--- src/rtl/pc_fetch_if.sv ---
// Instruction-memory request/acknowledge bus between the fetch unit and imem.
// The fetch unit is the master; it holds req/addr stable until ack.
interface pc_fetch_if;
  logic        imem_req;
  logic [31:0] imem_addr;
  logic        imem_ack;
  logic [31:0] imem_rdata;

  modport master (output imem_req, imem_addr, input imem_ack, imem_rdata);
  modport slave  (input imem_req, imem_addr, output imem_ack, imem_rdata);
endinterface

--- src/rtl/pc_fetch.sv ---
// Fetch front end: owns the fetch PC, issues imem requests, buffers words for F/D
// (output buffer plus one skid entry) and redirects after the branch delay slot.
module pc_fetch #(
  parameter logic [31:0] RESET_PC = 32'h0000_3000
) (
  input  logic              clk,
  input  logic              reset,
  pc_fetch_if.master        imem,
  output logic              if_valid,
  output logic [31:0]       if_instr,
  output logic [31:0]       if_pc,
  input  logic              if_ready,
  input  logic              d_fire,
  input  logic              br_en,
  input  logic              cmp_y,
  input  logic [31:0]       br_pc,
  input  logic [15:0]       br_off,
  input  logic              j_en,
  input  logic [25:0]       j_idx,
  input  logic              jr_en,
  input  logic [31:0]       jr_tgt
);

  typedef enum logic {S_REQ, S_PARK} state_e;

  state_e      state_q, state_d;
  logic [31:0] fpc_q, fpc_d;
  logic        ov_q, ov_d;
  logic [31:0] oinstr_q, oinstr_d, opc_q, opc_d;
  logic        sv_q, sv_d;
  logic [31:0] sinstr_q, sinstr_d, spc_q, spc_d;
  logic        pv_q, pv_d;
  logic [31:0] ptgt_q, ptgt_d, pds_q, pds_d;
  logic        disc_q, disc_d;
  logic [31:0] rtgt_q, rtgt_d;

  function automatic logic [31:0] calc_target(
    input logic [31:0] pc, input logic [15:0] off, input logic je,
    input logic [25:0] idx, input logic jre, input logic [31:0] rt);
    logic signed [31:0] off_w;
    logic [31:0]        ds;
    logic [31:0]        t;
    off_w = {{14{off[15]}}, off, 2'b00};
    ds    = pc + 32'd4;
    if (jre)
      t = rt;
    else if (je)
      t = {ds[31:28], idx, 2'b00};
    else
      t = ds + $unsigned(off_w);
    return t & 32'hFFFF_FFFC;
  endfunction

  logic [31:0] ds_pc, tgt;
  logic        redirect, ack_fire, buf_free, word_keep;
  logic        ds_in_buf, ds_in_skid, ds_in_flight, ds_older;
  logic        kill_skid, kill_flight, bypass, hold_pend;

  assign ds_pc    = br_pc + 32'd4;
  assign tgt      = calc_target(br_pc, br_off, j_en, j_idx, jr_en, jr_tgt);
  assign redirect = d_fire & (jr_en | j_en | (br_en & cmp_y));
  assign ack_fire = (state_q == S_REQ) & imem.imem_ack;
  assign buf_free = !ov_q | if_ready;

  // Where the delay slot sits decides what is younger and must be thrown away.
  assign ds_in_buf    = ov_q & (opc_q == ds_pc);
  assign ds_in_skid   = sv_q & (spc_q == ds_pc);
  assign ds_in_flight = (state_q == S_REQ) & !disc_q & (fpc_q == ds_pc);
  assign ds_older     = ds_in_buf | ds_in_skid;
  assign kill_skid    = redirect & ds_in_buf;
  assign kill_flight  = redirect & ds_older & (state_q == S_REQ);
  assign bypass       = redirect & ds_in_flight & ack_fire;
  assign hold_pend    = redirect & !ds_older & !bypass;
  assign word_keep    = ack_fire & !disc_q & !kill_flight;

  always_comb begin
    state_d  = state_q;
    fpc_d    = fpc_q;
    ov_d     = ov_q;
    oinstr_d = oinstr_q;
    opc_d    = opc_q;
    sv_d     = sv_q;
    sinstr_d = sinstr_q;
    spc_d    = spc_q;
    pv_d     = pv_q;
    ptgt_d   = ptgt_q;
    pds_d    = pds_q;
    disc_d   = disc_q;
    rtgt_d   = rtgt_q;

    if (hold_pend) begin
      pv_d   = 1'b1;
      ptgt_d = tgt;
      pds_d  = ds_pc;
    end else if (redirect) begin
      pv_d = 1'b0;
    end

    if (ack_fire) begin
      disc_d = 1'b0;
      if (kill_flight | bypass) begin
        fpc_d = tgt;
      end else if (disc_q) begin
        fpc_d = rtgt_q;
      end else if (pv_q && (fpc_q == pds_q)) begin
        fpc_d = ptgt_q;
        if (!hold_pend) pv_d = 1'b0;
      end else begin
        fpc_d = fpc_q + 32'd4;
      end
    end else if (kill_flight) begin
      // The request cannot be withdrawn; absorb its ack and jump afterwards.
      disc_d = 1'b1;
      rtgt_d = tgt;
    end else if (redirect & ds_older) begin
      fpc_d = tgt;
    end

    if (kill_skid) sv_d = 1'b0;
    if (buf_free) begin
      if (sv_q && !kill_skid) begin
        ov_d     = 1'b1;
        oinstr_d = sinstr_q;
        opc_d    = spc_q;
        sv_d     = 1'b0;
      end else if (word_keep) begin
        ov_d     = 1'b1;
        oinstr_d = imem.imem_rdata;
        opc_d    = fpc_q;
      end else begin
        ov_d = 1'b0;
      end
    end else if (word_keep) begin
      sv_d     = 1'b1;
      sinstr_d = imem.imem_rdata;
      spc_d    = fpc_q;
    end

    case (state_q)
      S_REQ:   if (sv_d)  state_d = S_PARK;
      S_PARK:  if (!sv_d) state_d = S_REQ;
      default: state_d = S_REQ;
    endcase
  end

  always_ff @(posedge clk) begin
    if (reset) begin
      state_q  <= S_REQ;
      fpc_q    <= RESET_PC;
      ov_q     <= 1'b0;
      oinstr_q <= 32'd0;
      opc_q    <= 32'd0;
      sv_q     <= 1'b0;
      pv_q     <= 1'b0;
      disc_q   <= 1'b0;
    end else begin
      state_q  <= state_d;
      fpc_q    <= fpc_d;
      ov_q     <= ov_d;
      oinstr_q <= oinstr_d;
      opc_q    <= opc_d;
      sv_q     <= sv_d;
      pv_q     <= pv_d;
      disc_q   <= disc_d;
    end
  end

  // Payload registers are only meaningful under their valid flags.
  always_ff @(posedge clk) begin
    sinstr_q <= sinstr_d;
    spc_q    <= spc_d;
    ptgt_q   <= ptgt_d;
    pds_q    <= pds_d;
    rtgt_q   <= rtgt_d;
  end

  assign imem.imem_req  = (state_q == S_REQ);
  assign imem.imem_addr = fpc_q;
  assign if_valid       = ov_q;
  assign if_instr       = oinstr_q;
  assign if_pc          = opc_q;

endmodule
--- src/flat_wrapper.sv ---
// flat-port wrapper written by rule: the top's interface ports become plain ports
module pc_fetch_flat 
#(
  parameter logic [31:0] RESET_PC = 32'h0000_3000
)
  (clk, reset, if_valid, if_instr, if_pc, if_ready, d_fire, br_en, cmp_y, br_pc, br_off, j_en, j_idx, jr_en, jr_tgt, imem_imem_req, imem_imem_addr, imem_imem_ack, imem_imem_rdata);
  pc_fetch_if imem_i ();
  input  logic clk;
  input  logic reset;
  output logic if_valid;
  output logic [31:0] if_instr;
  output logic [31:0] if_pc;
  input  logic if_ready;
  input  logic d_fire;
  input  logic br_en;
  input  logic cmp_y;
  input  logic [31:0] br_pc;
  input  logic [15:0] br_off;
  input  logic j_en;
  input  logic [25:0] j_idx;
  input  logic jr_en;
  input  logic [31:0] jr_tgt;
  output wire logic [$bits(imem_i.imem_req)-1:0] imem_imem_req;
  output wire logic [$bits(imem_i.imem_addr)-1:0] imem_imem_addr;
  input wire logic [$bits(imem_i.imem_ack)-1:0] imem_imem_ack;
  input wire logic [$bits(imem_i.imem_rdata)-1:0] imem_imem_rdata;
  assign imem_imem_req = imem_i.imem_req;
  assign imem_imem_addr = imem_i.imem_addr;
  assign imem_i.imem_ack = imem_imem_ack;
  assign imem_i.imem_rdata = imem_imem_rdata;
  pc_fetch #(.RESET_PC(RESET_PC)) u_core (.clk(clk), .reset(reset), .imem(imem_i), .if_valid(if_valid), .if_instr(if_instr), .if_pc(if_pc), .if_ready(if_ready), .d_fire(d_fire), .br_en(br_en), .cmp_y(cmp_y), .br_pc(br_pc), .br_off(br_off), .j_en(j_en), .j_idx(j_idx), .jr_en(jr_en), .jr_tgt(jr_tgt));
endmodule
--- config.mk ---
export PLATFORM = sky130hd
export DESIGN_NAME = pc_fetch_flat
export DESIGN_NICKNAME = d
export VERILOG_FILES = /design/src/rtl/pc_fetch_if.sv /design/src/rtl/pc_fetch.sv /design/src/flat_wrapper.sv
export SDC_FILE = /design/constraint.sdc
export NUM_CORES = 1
export LEC_CHECK = 0
export CORE_ASPECT_RATIO = 1.25
export CORE_UTILIZATION = 45
export CTS_CLUSTER_SIZE = 24
export DETAILED_ROUTE_END_ITERATION = 16
export GPL_TIMING_DRIVEN = 0
export PLACE_DENSITY = 0.69
export SYNTH_ARGS = -nofsm -noshare
export SYNTH_HDL_FRONTEND = slang
export SYNTH_SLANG_ARGS = --single-unit
--- constraint.sdc ---
create_clock -name clk -period 16 [get_ports clk]
set_input_delay 2.4 -clock clk [delete_from_list [all_inputs] [get_ports clk]]
set_output_delay 2.4 -clock clk [all_outputs]
set_load 0.005 [all_outputs]
Yosys cells after proc, flatten, opt, wreduce, memory -nomap -nowiden

Cells that the tools add are included.

Bits in registers: 257
Bits of input ports: 147
Logic and storage cells: 86

Add/subtract/negate cells: 3
Eq/ne operators: 5
Muxes and demuxes: 26
Bitwise operators: 24
Reduce and logical (&&, ||, !) cells: 15

Operator list:

| operator                | number |
|---|---|
| $mux W32                | 12 |
| $eq A32 B32 Y1          | 4 |
| $add A32 B3 Y32 const B | 2 |
| $add A32 B32 Y32        | 1 |
| $and A1 B1 Y1           | 16 |
| $mux W1                 | 14 |
| $reduce_and A2 Y1       | 4 |
| $logic_not A1 Y1        | 6 |
| $or A1 B1 Y1            | 5 |
| $reduce_bool A2 Y1      | 2 |
| $not A1 Y1              | 3 |
| $logic_and A1 B1 Y1     | 2 |
| $ne A2 B1 Y1 const B    | 1 |
| $reduce_or A2 Y1        | 1 |

Logic depth before layout (Yosys ltp)

Gate-level depths: netlist of run 1.

Word-level depth: 13
Depth in mapped cells: 18

Worst setup path after synthesis of run 1

Ideal clock, no wire load.

Path type: input to register
Start point: input port br_pc[16]
End point: register u_core.sinstr_q[0], enable pin
Data arrival time: 9,131 ps
Data required time: 15,442 ps
Path slack: 6,311 ps
Stages: 13
Buffers on the path: 3
Cells stage by stage: buf_2 nand4_1 or4_1 nor4_1 xnor2_1 inv_1 xnor2_1 nand4b_1 or4_4 a21oi_1 buf_4 buf_2 nor3_1

Cells in the longest elaborated chain, start to end: 9

Ends and longest elaborated chain:

| item                                     | RTL line                       | RTL |
|---|---|---|
| start, declared                          | flat_wrapper.sv:17             | `input logic [31:0] br_pc;` |
| $add A32 B3 Y32 (*)                      | pc_fetch.sv:59                 | `assign ds_pc = br_pc + 32'd4;` |
| net u_core.ds_pc[31]                     | pc_fetch.sv:54                 | `logic [31:0] ds_pc, tgt;` |
| $eq A32 B32 Y1, on equally long branches | pc_fetch.sv:66, pc_fetch.sv:67 |  |
| $and A1 B1 Y1, on equally long branches  | pc_fetch.sv:66, pc_fetch.sv:67 |  |
| $or A1 B1 Y1 (*)                         | pc_fetch.sv:69                 | `assign ds_older = ds_in_buf \| ds_in_skid;` |
| $and A1 B1 Y1 (*) (2 in series)          | pc_fetch.sv:71                 | `assign kill_flight = redirect & ds_older & (state_q == S_REQ);` |
| $logic_not A1 Y1 (*)                     | pc_fetch.sv:74                 | `assign word_keep = ack_fire & !disc_q & !kill_flight;` |
| $and A1 B1 Y1 (*)                        | pc_fetch.sv:74                 |  |
| $reduce_and A2 Y1 (no source line) (*)   | -                              |  |
| end signal, assigned                     | pc_fetch.sv:170                | `sinstr_q <= sinstr_d;` |
| end, declared                            | pc_fetch.sv:31                 | `logic [31:0] sinstr_q, sinstr_d, spc_q, spc_d;` |

Mark *: on every way through the listed nets, which the timed path passes. The rest lies on a longest branch.
A chain may end at the register's enable or synchronous reset.

Worst setup path after layout of run 1

Start point: input port br_pc[12]
End point: register u_core.rtgt_q[24], enable pin

Cells in the longest elaborated chain, start to end: 7

Ends and longest elaborated chain:

| item                                     | RTL line                       | RTL |
|---|---|---|
| $add A32 B3 Y32 (*)                      | pc_fetch.sv:59                 |  |
| net u_core.ds_pc[25]                     | pc_fetch.sv:54                 |  |
| $eq A32 B32 Y1, on equally long branches | pc_fetch.sv:66, pc_fetch.sv:67 |  |
| $and A1 B1 Y1, on equally long branches  | pc_fetch.sv:66, pc_fetch.sv:67 |  |
| $or A1 B1 Y1 (*)                         | pc_fetch.sv:69                 |  |
| $and A1 B1 Y1 (*) (2 in series)          | pc_fetch.sv:71                 |  |
| $reduce_and A2 Y1 (no source line) (*)   | -                              |  |
| end signal, assigned                     | pc_fetch.sv:174                | `rtgt_q <= rtgt_d;` |
| end, declared                            | pc_fetch.sv:35                 | `logic [31:0] rtgt_q, rtgt_d;` |

Marked as above.

==> results.json, run 1 <==
{
  "switching_share_pct": 28.3,
  "clkPwrFrac_pct": 34.9,
  "diodes": 0,
  "seqCellArea_mm2": 0.00655,
  "synth_xor_xnor_area_share_pct": 10.7,
  "synth-compound-area-share_pct": 19.7,
  "grt_pass1_vias": 13703,
  "rsz0062_at_grt": "no",
  "antenna_found_initial": 0,
  "critPathKind": "in -> reg",
  "clockRootBuffer": "clkbuf_16",
  "synth_top_area_share_pct": 29.5,
  "ctsHoldBuffers": 0,
  "place_congestion": 0.948,
  "dieArea_mm2": 0.0355,
  "reg2reg_slack_ps": 10290,
  "worstMarginPinSlew_ps": 1300,
  "drive_above_1_share_pct": 7.06,
  "final.setup.tns_ps": 0,
  "crit_family": "simple AND/OR/NAND/NOR gates",
  "io_buffers": 219,
  "grt_max_degree": 19,
  "syn2layout_area_growth_pct": 24.4,
  "io-pin-count": 245,
  "p_leak_nw": 7.29,
  "vias": 14009,
  "achievable-frequency_mhz": 109,
  "r2r_cells": 12,
  "drt-initial-drc-count": 1122,
  "start_util_pct": 45.6,
  "slew-limit-headroom_pct": 12.8,
  "p_sw_w": 0.000496,
  "cp.required_ps": 16250,
  "grt_pass1_wl_um": 83100,
  "p_int_w": 0.00126,
  "ys_ff_latch": 250,
  "synth_edf_count": 154,
  "endpoint_kind": "flip-flop",
  "synth_fa_ha_area_share_pct": 2.69,
  "wl_per_cell_um": 23.8,
  "routed_wl_um": 56300,
  "seq_area_frac_synth_pct": 41.8,
  "cpMaxStageDelayCell": "nor4_1",
  "clk_pin_slew_worst_paths_ps": 60,
  "core_mm2": 0.0343,
  "post_cts_resized": 0,
  "powerDensity_mw_per_mm2": 90.0,
  "postCtsSetupRepairBufs": 0,
  "hold_viol": 0,
  "muxShareOfSynthArea_pct": 5.15,
  "max_cap_viol_count": 0,
  "clock_latency_ps": 550,
  "combinationalPowerShare_pct": 21.5,
  "fin_nets": 2057,
  "via_per_inst": 5.92,
  "synth_area_per_cell_um2": 9.70,
  "fin_worst_skew_ps": 18.6,
  "ys_top_cells_by_area": "edfxtp_1 (30%), dfxtp_1 (12%), xnor2_1 (5.9%), mux2i_1 (4.9%), o21ai_0 (4.6%)",
  "clock_path_buffers": 3,
  "drc_errors": 0,
  "cts_tree": "built",
  "status": "complete, no violations",
  "ant_nets": 0,
  "ctsHtreeMaxLevel": 1,
  "setup_ws_ps": 6810,
  "hpwl_um": 44800,
  "syn_area_mm2": 0.0157,
  "hold_class": "reg -> reg",
  "worstSetupStartpointType": "input port",
  "async_reset_ff_share_pct": 0,
  "cp_max_fo": 11,
  "slew_viol_final": 0,
  "synth_area_leader_cell": "edfxtp_1",
  "post-route-util_pct": 56.7,
  "p_total_w": 0.00175,
  "syn_inst": 1614,
  "ys_warn_count": 0,
  "grt.total_usage_pct": 31.3,
  "cts_buffers": 26,
  "crit_start": "br_pc[12]",
  "overflow": 0,
  "synth_top_family_by_area": "compound AO/OA/AOI/OAI gates",
  "ir_drop_mv": 0.0703,
  "fp-row-count": 76,
  "post-place-ws_ps": 6450,
  "firstDrtPassIters": 6,
  "multi_input_area_mm2": 0.00833,
  "setup_viol": 0,
  "fill_cells": 3066,
  "clock_sinks": 250,
  "die_y_um": 211,
  "fin_crit_ps": 9190,
  "max_stage_delay_ps": 1080,
  "ys.flop_type": "edfxtp_1",
  "synth_cell_types": 91,
  "crit_chain": "clkdlybuf4s50_1 > buf_2 > nand4_1 > nor4_1 > and3_1 > xor2_1 > xor2_1 > or4_1 > nor4_1 > o21ai_1 > clkbuf_1 > nor3_2 > buf_6 > buf_6",
  "cp.buffers_inverters": 5,
  "r2r_end": "u_core.rtgt_q[24]",
  "worstPathArrival_ps": 9440,
  "fp.dieW_um": 169,
  "cp-endpoint": "u_core.rtgt_q[24]",
  "timing.rr.start": "u_core.if_pc[13]",
  "p_seq_share_pct": 43.5,
  "synthSimpleGateAreaFrac_pct": 14.7,
  "cp_num_cells": 14,
  "timing.final.crit_share_pct": 57.4
}
-- power by group through the flow --
stage	Clock, W	Combinational, W	Sequential (W)
floorplan	0	0.000214	0.000769
finish	0.000612	0.000377	0.000763
CTS	0.000622	0.000374	0.000763
global placement	0	0.000365	0.000778
global route	0.000642	0.000408	0.000767
detailed placement	0	0.000371	0.000776
-- worst min-delay path by stage --
stage                                          from          endpoint  slack (ps)  depth (start not counted)
final                     u_core.imem.imem_addr[26]  u_core.spc_q[26]         460                          0
after global placement    u_core.imem.imem_addr[24]  u_core.spc_q[24]         440                          0
after CTS                 u_core.imem.imem_addr[26]  u_core.spc_q[26]         460                          0
after floorplan           u_core.imem.imem_addr[10]  u_core.spc_q[10]         450                          0
after detailed placement  u_core.imem.imem_addr[26]  u_core.spc_q[26]         450                          0
after global routing      u_core.imem.imem_addr[26]  u_core.spc_q[26]         470                          0
-- cell families after synthesis --
group                      count (synthesis)
xor gates and xnor gates                 174
DFF                                      250
and+or+nand+nor                          431
AOI/OAI and AO/OA                        465
adders and majority gates                 33
other                                      1
buffers and inverters                    180
muxes                                     80
-- cells in the final DEF, fill, tap and decap left out, drive strengths merged, types with 6 or more instances in the layout --
cell type / instances
o21ai: 146
or3: 6
nor3: 60
inv: 60
xor2: 57
edfxtp: 154
o311ai: 6
a21o: 12
a22oi: 8
xnor2: 106
ha: 32
mux2i: 76
and3: 23
o31ai: 6
and2: 10
nand2: 111
dfxtp: 96
and4: 12
o211ai: 13
nand2b: 7
o21a: 20
a2111oi: 8
buf: 49
a211oi: 13
nor2: 47
o2111ai: 6
nand3: 50
a21oi: 138
o21bai: 8
xnor3: 11
clkdlybuf4s50: 219
nor2b: 8
clkbuf: 125
o32ai: 28
nor4: 30
or4: 8
a31oi: 7
nand4: 35
clkinv: 6
-- flip-flops by register name, indices dropped and copies added (netlist names) --
| signal | cells |
|---|---|
| u_core.if_pc | 30 |
| u_core.ptgt_q | 30 |
| u_core.spc_q | 30 |
| u_core.pv_q | 1 |
| u_core.if_instr | 32 |
| u_core.sinstr_q | 32 |
| u_core.sv_q | 1 |
| u_core.imem.imem_addr | 30 |
| u_core.rtgt_q | 30 |
| u_core.disc_q | 1 |
| u_core.pds_q | 32 |
| u_core.if_valid | 1 |
-- cells in the mapped netlist (9+ instances only) --
cell type / instances
xnor2_1: 106
a211oi_1: 12
nand2_1: 111
buf_2: 9
dfxtp_1: 96
and2_1: 9
nand4_1: 33
o21a_1: 20
a21oi_1: 138
and4_1: 12
a21o_1: 12
clkbuf_1: 86
nand3_1: 50
o211ai_1: 13
ha_1: 32
mux2i_1: 76
buf_6: 9
inv_1: 57
xnor3_1: 11
xor2_1: 57
buf_4: 13
and3_1: 23
o21ai_0: 143
o32ai_2: 20
nor3_1: 59
nor4_1: 29
edfxtp_1: 154
nor2_1: 47
-- final cells by class --
type	count	area share (%)
plain buffers	123	3.03
clock buffers	38	4.00
clock inverters	10	0.463
inverters	57	1.10
multi-input cells	1187	42.8
flip-flops and latches	250	33.6
well taps	468	3.01
repair buffers	232	12.0
-- metrics by stage --
stage,hold slack [ps],instance area [um2],cells
6_report,460,19500,2365
5_1_grt,469,19500,2365
3_3_place_gp,443,18400,2304
4_1_cts,461,19500,2365
3_5_place_dp,446,18600,2317
2_1_floorplan,452,15700,1617
-- routing by layer --
metal	wire length, um	vias up	global-route usage [%]	share of wire (%)
li1	-	6562	-	-
met1	21900	6685	36.5	39
met5	0	-	0	0
met4	3500	0	19.6	6.2
met3	3150	147	3.25	5.6
met2	27800	615	55.0	49
Power figures use the tool's default switching activity.
==> run 2: changes to the inputs <==
--- a/config.mk
+++ b/config.mk
@@ -10,7 +10,7 @@
 export CTS_CLUSTER_SIZE = 24
 export DETAILED_ROUTE_END_ITERATION = 16
 export GPL_TIMING_DRIVEN = 0
-export PLACE_DENSITY = 0.69
+export PLACE_DENSITY = 0.71
 export SYNTH_ARGS = -nofsm -noshare
 export SYNTH_HDL_FRONTEND = slang
 export SYNTH_SLANG_ARGS = --single-unit
==> constraint.sdc (replaced) <==
create_clock -name clk -period 8.4 [get_ports clk]
set_input_delay 1.26 -clock clk [delete_from_list [all_inputs] [get_ports clk]]
set_output_delay 1.26 -clock clk [all_outputs]
set_load 0.005 [all_outputs]
==> results.json, run 2 (same netlist as run 1, synthesis figures left out) <==
{
  "achievable-frequency_mhz": 123,
  "grt_pass1_vias": 14015,
  "syn2layout_area_growth_pct": 24.2,
  "place_congestion": 0.948,
  "rsz0062_at_grt": "no",
  "worstMarginPinSlew_ps": 1320,
  "hpwl_um": 44600,
  "fp.dieW_um": 169,
  "core_mm2": 0.0343,
  "ant_nets": 0,
  "max_stage_delay_ps": 1080,
  "die_y_um": 211,
  "drive_above_1_share_pct": 6.76,
  "clockRootBuffer": "clkbuf_16",
  "postCtsSetupRepairBufs": 0,
  "cts_buffers": 25,
  "cp.buffers_inverters": 5,
  "diodes": 0,
  "dpl-instance-area_mm2": 0.0186,
  "start_util_pct": 45.6,
  "vias": 14113,
  "grt_use_met3_pct": 3.15,
  "via_per_inst": 5.98,
  "ctsHoldBuffers": 0,
  "max_cap_viol_count": 0,
  "mostFrequentLayoutCells": "clkdlybuf4s50_1 (219), edfxtp_1 (154), o21ai_0 (143), a21oi_1 (138), nand2_1 (111)",
  "hold_class": "reg -> reg",
  "powerDensity_mw_per_mm2": 170,
  "slew_viol_final": 0,
  "grt_pass1_wl_um": 83600,
  "grt_busiest_layer": "met2",
  "slew-limit-headroom_pct": 11.4,
  "io_buffers": 219,
  "hold_viol": 0,
  "grt.total_usage_pct": 31.4,
  "worstPathArrival_ps": 8350,
  "crit_family": "simple AND/OR/NAND/NOR gates",
  "drt-initial-drc-count": 1230,
  "ir_drop_mv": 0.136,
  "clock_sinks": 250,
  "ctsHtreeMaxLevel": 1,
  "crit_chain": "clkdlybuf4s50_1 > buf_2 > nand4_1 > nor4_1 > and3_1 > xor2_1 > xor2_1 > or4_1 > nor4_1 > o21ai_1 > clkbuf_1 > nor3_2 > buf_6 > buf_4",
  "io-pin-count": 245,
  "met1_usage_pct": 37.1,
  "met2_usage_pct": 54.6,
  "wl_per_cell_um": 23.8,
  "grt_max_degree": 20,
  "firstDrtPassIters": 5,
  "clock_path_buffers": 3,
  "fin_nets": 2054,
  "critPathKind": "in -> reg",
  "cts_tree": "built",
  "timing.final.crit_share_pct": 96.5,
  "drc_errors": 0,
  "cp_max_fo": 13,
  "dieArea_mm2": 0.0355,
  "fin_worst_skew_ps": 17.5,
  "clock_latency_ps": 550,
  "status": "complete, no violations",
  "fill_cells": 3053,
  "post_cts_resized": 0,
  "worstSetupStartpointType": "input port",
  "overflow": 0,
  "post-route-util_pct": 56.6,
  "routed_wl_um": 56100,
  "final_cell_area_mm2": 0.0194,
  "p_leak_nw": 7.25,
  "layout_commonest_cell": "clkdlybuf4s50_1",
  "fin_crit_ps": 8110,
  "endpoint_kind": "flip-flop",
  "cp.required_ps": 8640,
  "cpMaxStageDelayCell": "nor4_1",
  "clk_pin_slew_worst_paths_ps": 60,
  "fp-row-count": 76,
  "setup_viol": 0,
  "antenna_found_initial": 0
}
==> run 2: cell count changes in the layout (fill, tap and decap cells not counted), sizes merged <==
cell / previous run / this run
buf: 49 / 47
bufinv: 1 / 2
clkbuf: 125 / 122
inv: 60 / 58
clkinvlp: 0 / 2
==> run 2: path summary, 6_finish.rpt <==
| check | start | endpoint | slack [ps] | cells after the start |
|---|---|---|---|---|
| max | br_pc[12] | u_core.rtgt_q[24] | 290 | 14 |
| max reg2reg | u_core.if_pc[13] | u_core.rtgt_q[24] | 2650 | 12 |
| min | u_core.imem.imem_addr[26] | u_core.spc_q[26] | 450 | 0 |
| min reg2reg | u_core.imem.imem_addr[26] | u_core.spc_q[26] | 450 | 0 |
==> run 2: per-stage QoR <==
step                      setup TNS, ps  instances  hold WS [ps]  setup WS, ps  power (W)
after global routing                  0       2361           473           376    0.00343
after detailed placement           -118       2315           442         -10.8    0.00219
after CTS                             0       2361           455           499    0.00331
after floorplan                       0       1617           452           251    0.00187
final                                 0       2361           453           295    0.00331
after global placement          -375530       2304           439         -3370    0.00218
==> run 2: layer usage <==
| metal | up-vias | routed length [um] |
|---|---|---|
| met5 | - | 0 |
| met4 | 0 | 3660 |
| met3 | 167 | 3570 |
| met2 | 667 | 27400 |
| li1 | 6542 | - |
| met1 | 6737 | 21500 |
==> run 2: final cells by class <==
| class | instances | area [um2] | share of cell area, % |
|---|---|---|---|
| inverter | 57 | 214 | 1.10 |
| tap | 468 | 586 | 3.01 |
| timing repair buffer | 230 | 2360 | 12.1 |
| clock buffer | 35 | 703 | 3.62 |
| sequential | 250 | 6550 | 33.7 |
| clock inverter | 11 | 115 | 0.592 |
| buffer | 123 | 591 | 3.04 |
| multi-input combinational | 1187 | 8330 | 42.9 |
==> run 2: power by group <==
| group | leakage [nW] | total (W) | internal, W | switching (W) |
|---|---|---|---|---|
| clock | 0.396 | 0.00113 | 0.000647 | 0.000487 |
| combinational | 4.62 | 0.000722 | 0.000326 | 0.000396 |
| sequential | 2.23 | 0.00145 | 0.00139 | 0.0000618 |
| total | 7.25 | 0.00331 | 0.00236 | 0.000945 |
